--- src/rtl/admm_iteration_scheduler.sv ---
// rtl/admm_iteration_scheduler.sv - ADMM iteration sequencer: primal/slack/dual stages,
// periodic residual checks, abort drain and z / z_prev bank select.
module admm_iteration_scheduler #(
  parameter int ITER_WIDTH = 16
) (
  input  logic                  clk,
  input  logic                  rst_n,
  input  logic                  start,
  input  logic                  abort,
  input  logic [ITER_WIDTH-1:0] max_iter,
  input  logic [ITER_WIDTH-1:0] check_interval,
  output logic                  primal_start,
  output logic                  slack_start,
  output logic                  dual_start,
  output logic                  res_start,
  input  logic                  primal_done,
  input  logic                  slack_done,
  input  logic                  dual_done,
  input  logic                  res_done,
  input  logic                  res_converged,
  output logic                  z_bank,
  output logic [ITER_WIDTH-1:0] iter_count,
  output logic                  busy,
  output logic                  done,
  output logic                  converged,
  output logic                  aborted
);

  typedef enum logic [3:0] {
    ST_IDLE,
    ST_PRI_REQ,
    ST_PRI_REL,
    ST_SLK_REQ,
    ST_SLK_REL,
    ST_DUA_REQ,
    ST_DUA_REL,
    ST_RES_REQ,
    ST_RES_REL,
    ST_DRAIN,
    ST_FINISH
  } state_t;

  state_t state, state_nxt;

  logic [ITER_WIDTH-1:0] max_q, max_nxt;
  logic [ITER_WIDTH-1:0] intv_q, intv_nxt;
  logic [ITER_WIDTH-1:0] chk_q, chk_nxt;
  logic [ITER_WIDTH-1:0] iter_nxt;
  logic [ITER_WIDTH-1:0] iter_inc;
  logic [ITER_WIDTH-1:0] chk_inc;
  logic                  chk_wrap;
  logic                  z_nxt;
  logic                  conv_nxt;
  logic                  abrt_nxt;
  logic                  flag_q, flag_nxt;
  logic                  in_stage;
  logic                  any_done;

  assign iter_inc = (iter_count == '1) ? iter_count : iter_count + ITER_WIDTH'(1);
  assign chk_inc  = chk_q + ITER_WIDTH'(1);
  assign chk_wrap = (chk_inc == intv_q);
  assign any_done = primal_done | slack_done | dual_done | res_done;

  always_comb begin
    in_stage = 1'b0;
    case (state)
      ST_PRI_REQ, ST_PRI_REL, ST_SLK_REQ, ST_SLK_REL,
      ST_DUA_REQ, ST_DUA_REL, ST_RES_REQ, ST_RES_REL: in_stage = 1'b1;
      default:                                        in_stage = 1'b0;
    endcase
  end

  always_comb begin
    state_nxt = state;
    max_nxt   = max_q;
    intv_nxt  = intv_q;
    chk_nxt   = chk_q;
    iter_nxt  = iter_count;
    z_nxt     = z_bank;
    conv_nxt  = converged;
    abrt_nxt  = aborted;
    flag_nxt  = flag_q;

    // Abort wins over any handshake progress made in the same cycle.
    if (in_stage && abort) begin
      state_nxt = ST_DRAIN;
    end else begin
      case (state)
        ST_IDLE: begin
          if (start) begin
            max_nxt   = max_iter;
            intv_nxt  = (check_interval == '0) ? ITER_WIDTH'(1) : check_interval;
            chk_nxt   = '0;
            iter_nxt  = '0;
            conv_nxt  = 1'b0;
            abrt_nxt  = 1'b0;
            state_nxt = (max_iter == '0) ? ST_FINISH : ST_PRI_REQ;
          end
        end
        ST_PRI_REQ: if (primal_done)  state_nxt = ST_PRI_REL;
        ST_PRI_REL: if (!primal_done) state_nxt = ST_SLK_REQ;
        ST_SLK_REQ: if (slack_done)   state_nxt = ST_SLK_REL;
        ST_SLK_REL: if (!slack_done)  state_nxt = ST_DUA_REQ;
        ST_DUA_REQ: if (dual_done)    state_nxt = ST_DUA_REL;
        ST_DUA_REL: begin
          if (!dual_done) begin
            // Iteration complete: the freshly written z bank becomes current.
            iter_nxt  = iter_inc;
            z_nxt     = ~z_bank;
            chk_nxt   = chk_wrap ? '0 : chk_inc;
            state_nxt = (chk_wrap || (iter_inc == max_q)) ? ST_RES_REQ : ST_PRI_REQ;
          end
        end
        ST_RES_REQ: begin
          if (res_done) begin
            flag_nxt  = res_converged;
            state_nxt = ST_RES_REL;
          end
        end
        ST_RES_REL: begin
          if (!res_done) begin
            if (flag_q) begin
              conv_nxt  = 1'b1;
              state_nxt = ST_FINISH;
            end else if (iter_count == max_q) begin
              state_nxt = ST_FINISH;
            end else begin
              state_nxt = ST_PRI_REQ;
            end
          end
        end
        ST_DRAIN: begin
          if (!any_done) begin
            abrt_nxt  = 1'b1;
            conv_nxt  = 1'b0;
            state_nxt = ST_FINISH;
          end
        end
        ST_FINISH: state_nxt = ST_IDLE;
        default:   state_nxt = ST_IDLE;
      endcase
    end
  end

  // Stage requests are decoded from the next state so they leave a flop.
  always_ff @(posedge clk or negedge rst_n) begin
    if (!rst_n) begin
      state        <= ST_IDLE;
      max_q        <= '0;
      intv_q       <= ITER_WIDTH'(1);
      chk_q        <= '0;
      flag_q       <= 1'b0;
      iter_count   <= '0;
      z_bank       <= 1'b0;
      converged    <= 1'b0;
      aborted      <= 1'b0;
      primal_start <= 1'b0;
      slack_start  <= 1'b0;
      dual_start   <= 1'b0;
      res_start    <= 1'b0;
      busy         <= 1'b0;
      done         <= 1'b0;
    end else begin
      state        <= state_nxt;
      max_q        <= max_nxt;
      intv_q       <= intv_nxt;
      chk_q        <= chk_nxt;
      flag_q       <= flag_nxt;
      iter_count   <= iter_nxt;
      z_bank       <= z_nxt;
      converged    <= conv_nxt;
      aborted      <= abrt_nxt;
      primal_start <= (state_nxt == ST_PRI_REQ);
      slack_start  <= (state_nxt == ST_SLK_REQ);
      dual_start   <= (state_nxt == ST_DUA_REQ);
      res_start    <= (state_nxt == ST_RES_REQ);
      busy         <= (state_nxt != ST_IDLE);
      done         <= (state == ST_FINISH);
    end
  end

endmodule

--- config.mk ---
export PLATFORM = sky130hd
export DESIGN_NAME = admm_iteration_scheduler
export DESIGN_NICKNAME = d
export VERILOG_FILES = /design/src/rtl/admm_iteration_scheduler.sv
export SDC_FILE = /design/constraint.sdc
export NUM_CORES = 1
export LEC_CHECK = 0
export CAP_MARGIN = 20
export CORE_MARGIN = 2
export CORE_UTILIZATION = 56
export DETAILED_ROUTE_END_ITERATION = 6
export PLACE_DENSITY_LB_ADDON = 0.2
export REMOVE_ABC_BUFFERS = 1
export SKIP_LAST_GASP = 1
export SLEW_MARGIN = 25
export SYNTH_ARGS = -nofsm -noshare
export SYNTH_HDL_FRONTEND = slang
export SYNTH_SLANG_ARGS = --single-unit
--- constraint.sdc ---
create_clock -name clk -period 3.8 [get_ports clk]
set_input_delay 1.14 -clock clk [delete_from_list [all_inputs] [get_ports clk]]
set_output_delay 1.14 -clock clk [all_outputs]
set_load 0.005 [all_outputs]
==> results.toml <==
[run_status]
status = "complete, no violations"

[global_routing]
grt_use_total_pct = 28.3
grt_max_degree = 79
grt_pass1_vias = 4606
grt_first_pass_wirelength_um = 22400
grt_overflow = 0
antenna_found_initial = 0

[layout]
multi_input_area_um2 = 2830
mostFrequentLayoutCells = "nand2_1 (131), dfrtp_1 (77), clkdlybuf4s50_1 (64)"
register_area_um2 = 1950
diodes = 0
layout-drive-gt1-share_pct = 7.46
nets = 708
final_common_cell = "nand2_1"
synthToLayoutAreaGrowth_pct = 19.0
fillers = 739
post-route-util_pct = 68.3

[place]
port_buffers = 65
place_congestion = 0.985
dpl.hpwl_um = 9480

[worst_setup_path]
cpMaxStageDelayCell = "or4_1"
crit_fanout = 4
path_cells = "clkdlybuf4s50_1, or4_1, nor2_1, nor4_1, nor4bb_1, o21a_1, o21ai_0, nor4_1, nand2b_1"
crit_arrival_ns = 3.32
slowest_delay_ns = 0.55
critPathKind = "input pin to register"
worstRegToRegCells = 11
rr_startpoint = "chk_q[0]$_DFFE_PN0P_"
timing.rr.end = "chk_q[6]$_DFFE_PN0P_"
regToRegSetupSlack_ns = 0.79
cp.required_ns = 4.04
cp_common_cell = "nor4_1"
setup.worst_path.end_class = "register"
start_kind = "input pin"

[sta]
post-route-min-period_ns = 3.08
tightestPinTransition_ns = 0.849
finalSetupViolCount = 0
hold_slack_ns = 0.502
hold_violations = 0
fmax_ghz = 0.325
rsz0062_at_grt = "false"
clock_skew_ns = 0.00762
maxSlewViolCount = 0
relSlewSlack_pct = 42.8
totalNegativeSetupSlack_ns = 0
period_share_pct = 81.0

[logic_synthesis]
synth_area_um2 = 4980
yosys_most_used_dff = "dfrtp_1"
syn_inst = 612
synth_cell_types = 65
synth_warnings = 0
synth_edf_count = 0
async_reset_ff_share_pct = 100
synth_area_per_cell_um2 = 8.13
ys_seq_area_share_pct = 39.2
synth-seq-cells = 78

[cts]
cts_root_buf = "clkbuf_8"
insertion_delay_ns = 0.35
cts_tree = "built"
htreeDepth = 3
cts_buffer_depth = 2
clock-sinks = 78
cts_resized = 0
hold_buffers = 0
cts_setup_buffers = 0
path_clk_slew_ns = 0.08
tritoncts.num_buffers = 9

[floorplanning]
die_w_um = 98.3
ios = 66
die_h_um = 98.3
initial_utilization_pct = 57.4
coreArea_um2 = 8680
rows = 34
dieArea_um2 = 9660

[detailed_routing]
routed_wirelength_um = 13400
vias = 4817
drc = 0
drtIter0Drc = 288
vias_per_cell = 6.19
ant_nets = 0
wire_per_inst_um = 17.2
first_pass_iters = 5

[power]
p_leak_nw = 2.50
peakVddDrop_mv = 0.302
power_density_nw_per_um2 = 532

[run]
cap_violations = 0

[hold_path]
hold_path_end = "max_q[6]$_DFFE_PN0P_"
hold_path_depth = 2
hold_class = "register to register"
hp-start = "max_q[6]$_DFFE_PN0P_"
## layout make-up
class | count | area share, %
Timing Repair Buffer | 82 | 13.2
Sequential cell | 78 | 33.0
Multi-Input combinational cell | 483 | 47.7
Clock inverter | 6 | 1.06
Inverter | 11 | 0.697
Tap cell | 108 | 2.28
Clock buffer | 10 | 2.15
## per-layer routing
metal / track usage (%) / wire, um / up-vias
met5: 0 / 0 / -
met4: 8.64 / 281 / 0
met3: 3.01 / 756 / 28
met2: 47.6 / 6540 / 184
met1: 38.9 / 5780 / 2343
li1: - / - / 2262
## Yosys cell counts (7+ instances only)
master,instances,area [um^2]
inv_1,11,41.3
nand3_1,24,120
clkbuf_1,32,120
nand4_1,18,113
a21oi_1,35,175
dfrtp_1,77,1930
nor3_1,16,80.1
nor4_1,22,138
nand2_1,131,492
xor2_1,19,166
nor2b_1,7,43.8
mux2i_1,10,100
o21ai_0,33,165
nand2b_1,10,62.6
nor2_1,34,128
xnor2_1,30,263
a211oi_1,9,67.6
## how the worst max path moves through the flow
stage	from	to	slack [ns]	cells after the start
2_1_floorplan	start	max_q[1]$_DFFE_PN0P_	0.22	3
3_3_place_gp	slack_done	busy$_DFF_PN0_	0.45	9
3_5_place_dp	slack_done	busy$_DFF_PN0_	0.38	9
4_1_cts	slack_done	busy$_DFF_PN0_	0.74	9
5_1_grt	slack_done	busy$_DFF_PN0_	0.60	9
6_report	slack_done	busy$_DFF_PN0_	0.72	9
## cell families after synthesis
group / count (synthesis) / synth area share, %
AO/OA/AOI/OAI: 124 / 16.1
XOR/XNOR: 49 / 8.62
adder cells (fa/ha/maj): 2 / 0.503
buffers and inverters: 51 / 4.12
flip-flops: 78 / 39.2
multiplexers: 13 / 2.69
AND/OR/NAND/NOR: 295 / 28.8
## through the flow
step	std cells	area, um^2	setup WS, ns	total power, mW
CTS	778	5920	0.741	3.15
global route	778	5920	0.602	3.36
global placement	762	5730	0.455	2.49
floorplan	572	4810	0.219	2.08
detailed placement	762	5730	0.377	2.53
finish	778	5920	0.722	3.15
## report_power, final
group | switching, mW | total [mW] | internal, mW
Combinational | 0.639 | 1.19 | 0.551
Clock | 0.317 | 0.619 | 0.301
Sequential | 0.292 | 1.34 | 1.05
## flip-flops by register name, summed over array words and instances (netlist names), 4 cells and up
name	cells
chk_q	16
state	4
max_q	16
intv_q	16
iter_count	16
## worst max-delay path, delay by kind of cell
kind                   cells  cell delay [ns]
AND/OR/NAND/NOR            6             1.44
buffers and inverters      1             0.46
AO/OA/AOI/OAI              2             0.27
No activity file was read; power rests on OpenSTA's default activity.
